<file path="src/rtl/rr_arb_pkg.sv">
// Shared types and helpers for the round-robin arbiters.
// Optional build macro RR_ARB_LOCK_EN is consumed by rr_reg_arbiter, not here.
package rr_arb_pkg;

  localparam int MAX_NREQ = 16;
  localparam int PTR_W    = $clog2(MAX_NREQ);

  typedef enum logic {
    EMPTY = 1'b0,
    FULL  = 1'b1
  } state_t;

  // Modulo-n increment by compare, so non-power-of-two n wraps correctly.
  function automatic logic [PTR_W-1:0] rr_next(input logic [PTR_W-1:0] ptr, input int n);
    if (int'(ptr) >= n - 1) return '0;
    return ptr + 1'b1;
  endfunction

endpackage

</file>
<file path="src/rtl/mod_register.sv">
// Enable-loaded register with asynchronous active-high clear.
// Shared holding-register primitive used by the arbiter.
module mod_register #(
  parameter int W = 32
) (
  input  logic         clk,
  input  logic         rst,
  input  logic         en,
  input  logic [W-1:0] in,
  output logic [W-1:0] out
);

  always_ff @(posedge clk or posedge rst) begin
    if (rst)     out <= '0;
    else if (en) out <= in;
  end

endmodule

</file>
<file path="src/rtl/rr_pick.sv">
// Combinational round-robin picker: first valid requester at or after ptr,
// modulo NREQ. Reused by other arbiters.
module rr_pick #(
  parameter int NREQ = 4,
  parameter int IDW  = $clog2(NREQ)
) (
  input  logic [NREQ-1:0] req_valid,
  input  logic [IDW-1:0]  ptr,
  output logic [IDW-1:0]  pick,
  output logic            any_valid
);

  int             idx;
  logic [IDW-1:0] idx_w;

  // Scan from the farthest offset down so the nearest valid one wins.
  always_comb begin
    pick      = '0;
    any_valid = 1'b0;
    idx       = 0;
    idx_w     = '0;
    for (int k = NREQ - 1; k >= 0; k--) begin
      idx = int'(ptr) + k;
      if (idx >= NREQ) idx = idx - NREQ;
      idx_w = idx[IDW-1:0];
      if (req_valid[idx_w]) begin
        pick      = idx_w;
        any_valid = 1'b1;
      end
    end
  end

endmodule

</file>
<file path="src/rtl/rr_reg_arbiter.sv">
// Round-robin arbiter feeding one single-entry holding register (mod_register).
// Define RR_ARB_LOCK_EN to add req_lock: a locked beat keeps the grant on its requester.
//
// Handshake: a beat moves on a port when valid & ready are both high at the
// rising clk edge; valid/data are held by the source until that edge.
module rr_reg_arbiter
  import rr_arb_pkg::*;
#(
  parameter int NREQ  = 4,
  parameter int WIDTH = 32,
  parameter int IDW   = $clog2(NREQ)
) (
  input  logic                  clk,
  input  logic                  rst,
  input  logic [NREQ-1:0]       req_valid,
  input  logic [NREQ*WIDTH-1:0] req_data,
  output logic [NREQ-1:0]       req_ready,
`ifdef RR_ARB_LOCK_EN
  input  logic [NREQ-1:0]       req_lock,
`endif
  output logic                  out_valid,
  output logic [WIDTH-1:0]      out_data,
  output logic [IDW-1:0]        out_id,
  input  logic                  out_ready,
  output state_t                dbg_state,
  output logic [IDW-1:0]        dbg_ptr
);

  state_t         state_q, state_n;
  logic [IDW-1:0] ptr_q, ptr_n, ptr_adv;
  logic [IDW-1:0] rr_idx, pick;
  logic           rr_any, any_sel, load_ok, accept;
  logic [WIDTH-1:0] sel_data;

  rr_pick #(.NREQ(NREQ), .IDW(IDW)) u_pick (
    .req_valid (req_valid),
    .ptr       (ptr_q),
    .pick      (rr_idx),
    .any_valid (rr_any)
  );

`ifdef RR_ARB_LOCK_EN
  logic           lock_q, lock_n;
  logic [IDW-1:0] lock_id_q, lock_id_n;
`endif

  always_comb begin
    pick    = rr_idx;
    any_sel = rr_any;
`ifdef RR_ARB_LOCK_EN
    // While locked only the lock owner may be picked, even if it is idle.
    if (lock_q) begin
      pick    = lock_id_q;
      any_sel = req_valid[lock_id_q];
    end
`endif
  end

  assign load_ok  = (state_q == EMPTY) | out_ready;
  assign accept   = any_sel & load_ok & ~rst;
  assign sel_data = req_data[pick*WIDTH +: WIDTH];
  assign ptr_adv  = IDW'(rr_next(PTR_W'(pick), NREQ));

  always_comb begin
    req_ready = '0;
    if (accept) req_ready[pick] = 1'b1;
  end

  always_comb begin
    state_n = state_q;
    ptr_n   = ptr_q;
    case (state_q)
      EMPTY: if (accept) state_n = FULL;
      FULL: begin
        if (accept)         state_n = FULL;
        else if (out_ready) state_n = EMPTY;
      end
      default: state_n = EMPTY;
    endcase
    if (accept) ptr_n = ptr_adv;
`ifdef RR_ARB_LOCK_EN
    if (accept && req_lock[pick]) ptr_n = ptr_q;
`endif
  end

`ifdef RR_ARB_LOCK_EN
  always_comb begin
    lock_n    = lock_q;
    lock_id_n = lock_id_q;
    if (accept) begin
      lock_n    = req_lock[pick];
      lock_id_n = pick;
    end
  end

  always_ff @(posedge clk or posedge rst) begin
    if (rst) begin
      lock_q    <= 1'b0;
      lock_id_q <= '0;
    end else begin
      lock_q    <= lock_n;
      lock_id_q <= lock_id_n;
    end
  end
`endif

  always_ff @(posedge clk or posedge rst) begin
    if (rst) begin
      state_q <= EMPTY;
      ptr_q   <= '0;
    end else begin
      state_q <= state_n;
      ptr_q   <= ptr_n;
    end
  end

  mod_register #(.W(WIDTH)) u_data_reg (
    .clk (clk),
    .rst (rst),
    .en  (accept),
    .in  (sel_data),
    .out (out_data)
  );

  mod_register #(.W(IDW)) u_id_reg (
    .clk (clk),
    .rst (rst),
    .en  (accept),
    .in  (pick),
    .out (out_id)
  );

  assign out_valid = (state_q == FULL);
  assign dbg_state = state_q;
  assign dbg_ptr   = ptr_q;

endmodule
</file>
<file path="config.mk">
export PLATFORM = sky130hd
export DESIGN_NAME = rr_reg_arbiter
export DESIGN_NICKNAME = d
export VERILOG_FILES = /design/src/rtl/rr_arb_pkg.sv /design/src/rtl/mod_register.sv /design/src/rtl/rr_pick.sv /design/src/rtl/rr_reg_arbiter.sv
export SDC_FILE = /design/constraint.sdc
export NUM_CORES = 1
export LEC_CHECK = 0
export BUFFER_PORTS_ARGS = -buffer_cell sky130_fd_sc_hd__clkbuf_2
export CAP_MARGIN = 20
export CORE_AREA = 8 8 95 106
export CTS_CLUSTER_SIZE = 14
export DETAILED_ROUTE_END_ITERATION = 8
export DIE_AREA = 0 0 103 114
export GPL_TIMING_DRIVEN = 0
export PLACE_DENSITY = 0.62
export SETUP_SLACK_MARGIN = 0.2
export SYNTH_ARGS = -nofsm -noshare
export SYNTH_HDL_FRONTEND = slang
export SYNTH_SLANG_ARGS = --single-unit
</file>
<file path="constraint.sdc">
create_clock -name clk -period 3.95 [get_ports clk]
set_input_delay 0.395 -clock clk [delete_from_list [all_inputs] [get_ports clk]]
set_output_delay 0.395 -clock clk [all_outputs]
set_load 0.1 [all_outputs]
</file>
==> impl_metrics.json <==
{
  "synthMostInstantiatedCell": "sky130_fd_sc_hd__nand2_1",
  "outcome": "finished, final reports clean",
  "cell_with_the_biggest_individual_delay_on_the_critical_path": "sky130_fd_sc_hd__a221oi_2",
  "clock_sink_count": 37,
  "grt_pass1_vias": 2994,
  "worst-endpoint-required_ns": 3.56,
  "clkLatencyLatePin_ns": 0.29,
  "postSynthCellCount": 261,
  "start_util": 0.2941,
  "routed_via_density": 4.835,
  "fp.dieArea_mm2": 0.01174,
  "critPathBufInv": 3,
  "clock_power_share": 0.116,
  "critical-path-top-cell-by-count": "sky130_fd_sc_hd__buf_4",
  "maxCapViolations": 0,
  "critPathMaxFanout": 11,
  "finalSetupTns_ns": 0,
  "tightest_slew_ns": 0.8121,
  "synth_top_cells_by_count": "sky130_fd_sc_hd__nand2_1 (56), sky130_fd_sc_hd__dfrtp_1 (37), sky130_fd_sc_hd__mux2i_1 (32)",
  "pwr-share-comb": 0.693,
  "nFillCells": 870,
  "io_pins": 177,
  "cts_repair_resize_count": 0,
  "p_seq_frac": 0.192,
  "yosys.area.top_type": "sky130_fd_sc_hd__dfrtp_1",
  "postLayoutCoreUtil": 0.4342,
  "maxClockFrequency_ghz": 0.3132,
  "crit_path_start_kind": "flip-flop",
  "sort_of_element_at_the_end_of_the_critical_path": "output pin",
  "switching_share": 0.6236,
  "cts.path.max_buffers": 2,
  "drt_wl_total_mm": 9.234,
  "slew_headroom": 0.4578,
  "report.final.slew_viol_count": 0,
  "shortest_period_the_worst_path_allows_ns": 3.193,
  "floorplan.die.height_um": 114,
  "core-area_mm2": 0.008233,
  "power_report.internal_total_mw": 1.283,
  "count_of_endpoints_failing_setup_in_the_final_report": 0,
  "area_of_the_multi_input_gates_mm2": 0.001345,
  "grt_util_all_layers": 0.1555,
  "synthDominantCellAreaShare": 0.3824,
  "hold_viol_final": 0,
  "clock_tree_from_tritoncts": "done",
  "global_route.overflow_total": 0,
  "route.detailed.wl_per_inst_um": 16.61,
  "cts_htree_levels": 2,
  "timing.critical_path.max_delay_family": "buffers and inverters",
  "die_w_um": 103,
  "cts_made_buffers": 5,
  "grt_antenna_before_repair": 0,
  "p_switching_mw": 2.127,
  "power_density_mw_per_mm2": 953.9,
  "post-cts-setup-buffer-count": 0,
  "power.static_leakage_nw": 1.893,
  "fp-row-count": 35,
  "synth_cell_type_count": 29,
  "syn-num-nets": 400,
  "grt_first_pass_wirelength_mm": 14.48,
  "fin_worst_skew_ns": 0.007019,
  "clk_pin_slew_worst_paths_ns": 0.09,
  "initialDrtViolationCount": 107,
  "worst_case_vdd_ir_drop_v": 0.0004356,
  "seqCellArea_um2": 925.9,
  "edff_count_synth": 0,
  "dp_hpwl_mm": 7.630,
  "yosys_most_used_dff": "sky130_fd_sc_hd__dfrtp_1",
  "detail_route.first_pass.iterations": 4,
  "syn_avg_cell_area_um2": 9.276,
  "worstHoldPathType": "primary input to async pin",
  "cts_hold_repair.buffers": 0,
  "synth.ff_latch_count": 37,
  "yosysSeqAreaShare": 0.3824,
  "synth_area_mm2": 0.002421,
  "series_of_cell_instances_along_the_critical_path": "o21ai_0, a221oi_2, or2_1, buf_4, buf_4, ha_1, and2_1, clkbuf_2",
  "final_layout_size_suffix_gt1_frac": 0.4539,
  "holdWs_ns": 0.2821,
  "timing_worst_setup_path_type": "flip-flop to output pin",
  "syn2layout_area_growth_pct": 47.65,
  "antenna_cells_inserted": 0,
  "drc": 0,
  "routabilityCongestion": 0.7687,
  "grt_start_max_net_pins": 38,
  "clockRootBuffer": "sky130_fd_sc_hd__clkbuf_8",
  "place.port_buffers": 176,
  "period_share": 0.8082,
  "detail-route-antenna-nets": 0,
  "critical-path-max-stage-delay_ns": 0.55,
  "r2r_setup_slack_ns": 1.70,
  "vias": 2688,
  "post_synth_main_area_contributors": "sky130_fd_sc_hd__dfrtp_1 (38%), sky130_fd_sc_hd__mux2i_1 (13%), sky130_fd_sc_hd__nand2_1 (8.7%), sky130_fd_sc_hd__a311oi_1 (5.8%), sky130_fd_sc_hd__o221ai_1 (5.8%)",
  "synthesis.yosys.warnings": 0,
  "async_reset_ff_frac": 1.000,
  "fin_nets": 583,
  "cp_data_arrival_time_ns": 2.80,
  "rsz0062_at_grt": "no",
  "p_total_mw": 3.410
}
worst reg2reg max path, cell delays in order (launching register included):
cell                       delay (ns)
sky130_fd_sc_hd__dfrtp_1         0.42
sky130_fd_sc_hd__a221oi_2        0.68
sky130_fd_sc_hd__o31ai_2         0.28
sky130_fd_sc_hd__clkbuf_1        0.32
sky130_fd_sc_hd__a211oi_1        0.32
sky130_fd_sc_hd__a311oi_1        0.09
flip-flops by register name, summed over array words and instances, names as in the netlist:
signal and flops:
u_id_reg.out 2, dbg_state 1, u_data_reg.out 32, dbg_ptr 2
through the flow:
stage          area [um2]  setup WS [ns]  std cells
2_1_floorplan        2421         0.5697        261
3_3_place_gp         3441          1.004        548
3_5_place_dp         3441         0.9877        548
4_1_cts              3575         0.7261        556
5_1_grt              3575         0.5690        556
6_report             3575         0.7574        556
logic make-up (layout without fill, tap and decap cells):
group           after synthesis  after routing  synth area share
fa+ha+maj                     4              4           0.02067
compound gates               59             59            0.2124
flops                        37             37            0.3824
simple gates                101            101            0.1902
mux                          32             32            0.1323
buf+inv                      28            212           0.06202
layout make-up:
cell class / count / share of cell area
Buffer: 21 / 0.03395
Clock buffer: 5 / 0.01925
Clock inverter: 3 / 0.01820
Inverter: 7 / 0.008050
Multi-Input combinational cell: 196 / 0.3763
Sequential cell: 37 / 0.2590
Tap cell: 111 / 0.03885
Timing Repair Buffer: 176 / 0.2464
layer usage:
layer | track usage | part of all wire | vias to the layer above
met5 | 0 | 0 | -
met4 | 0.03478 | 0.012 | 0
li1 | - | - | 1335
met2 | 0.2680 | 0.48 | 121
met3 | 0.04631 | 0.089 | 9
met1 | 0.1829 | 0.42 | 1223
worst paths after layout:
kind | start | to | cells past startpoint
setup / recovery | dbg_ptr[1] | req_ready[3] | 8
hold / removal | rst | u_data_reg.out[14] | 2
setup reg to reg | dbg_state | u_data_reg.out[17] | 5
hold reg to reg | u_id_reg.out[0] | u_id_reg.out[0] | 2
max in group asynchronous | rst | u_data_reg.out[22] | 2
min in group clk | req_data[104] | u_data_reg.out[8] | 3
placed cells by master, fill, tap and decap left out, drive strengths merged, types with 2 or more instances in the layout:
master / netlist / layout
clkbuf: 10 / 191
and2: 4 / 4
mux2i: 32 / 32
a311oi: 16 / 16
dfrtp: 37 / 37
a221oi: 2 / 2
buf: 11 / 11
o221ai: 16 / 16
inv: 7 / 7
nand2: 56 / 56
a21oi: 2 / 2
a211oi: 16 / 16
nor2: 20 / 20
o21ai: 2 / 2
nor3b: 16 / 16
ha: 4 / 4
bufinv: 0 / 2
power by group through the flow:
stage | Sequential [mW] | Combinational (mW) | Clock [mW]
2_1_floorplan | 1.90 | 0.670 | 0
3_3_place_gp | 0.658 | 2.37 | 0
3_5_place_dp | 0.659 | 2.38 | 0
4_1_cts | 0.654 | 2.39 | 0.407
5_1_grt | 0.675 | 2.48 | 0.424
6_report | 0.653 | 2.36 | 0.395
Note: power is estimated with default switching activity, not from simulation.
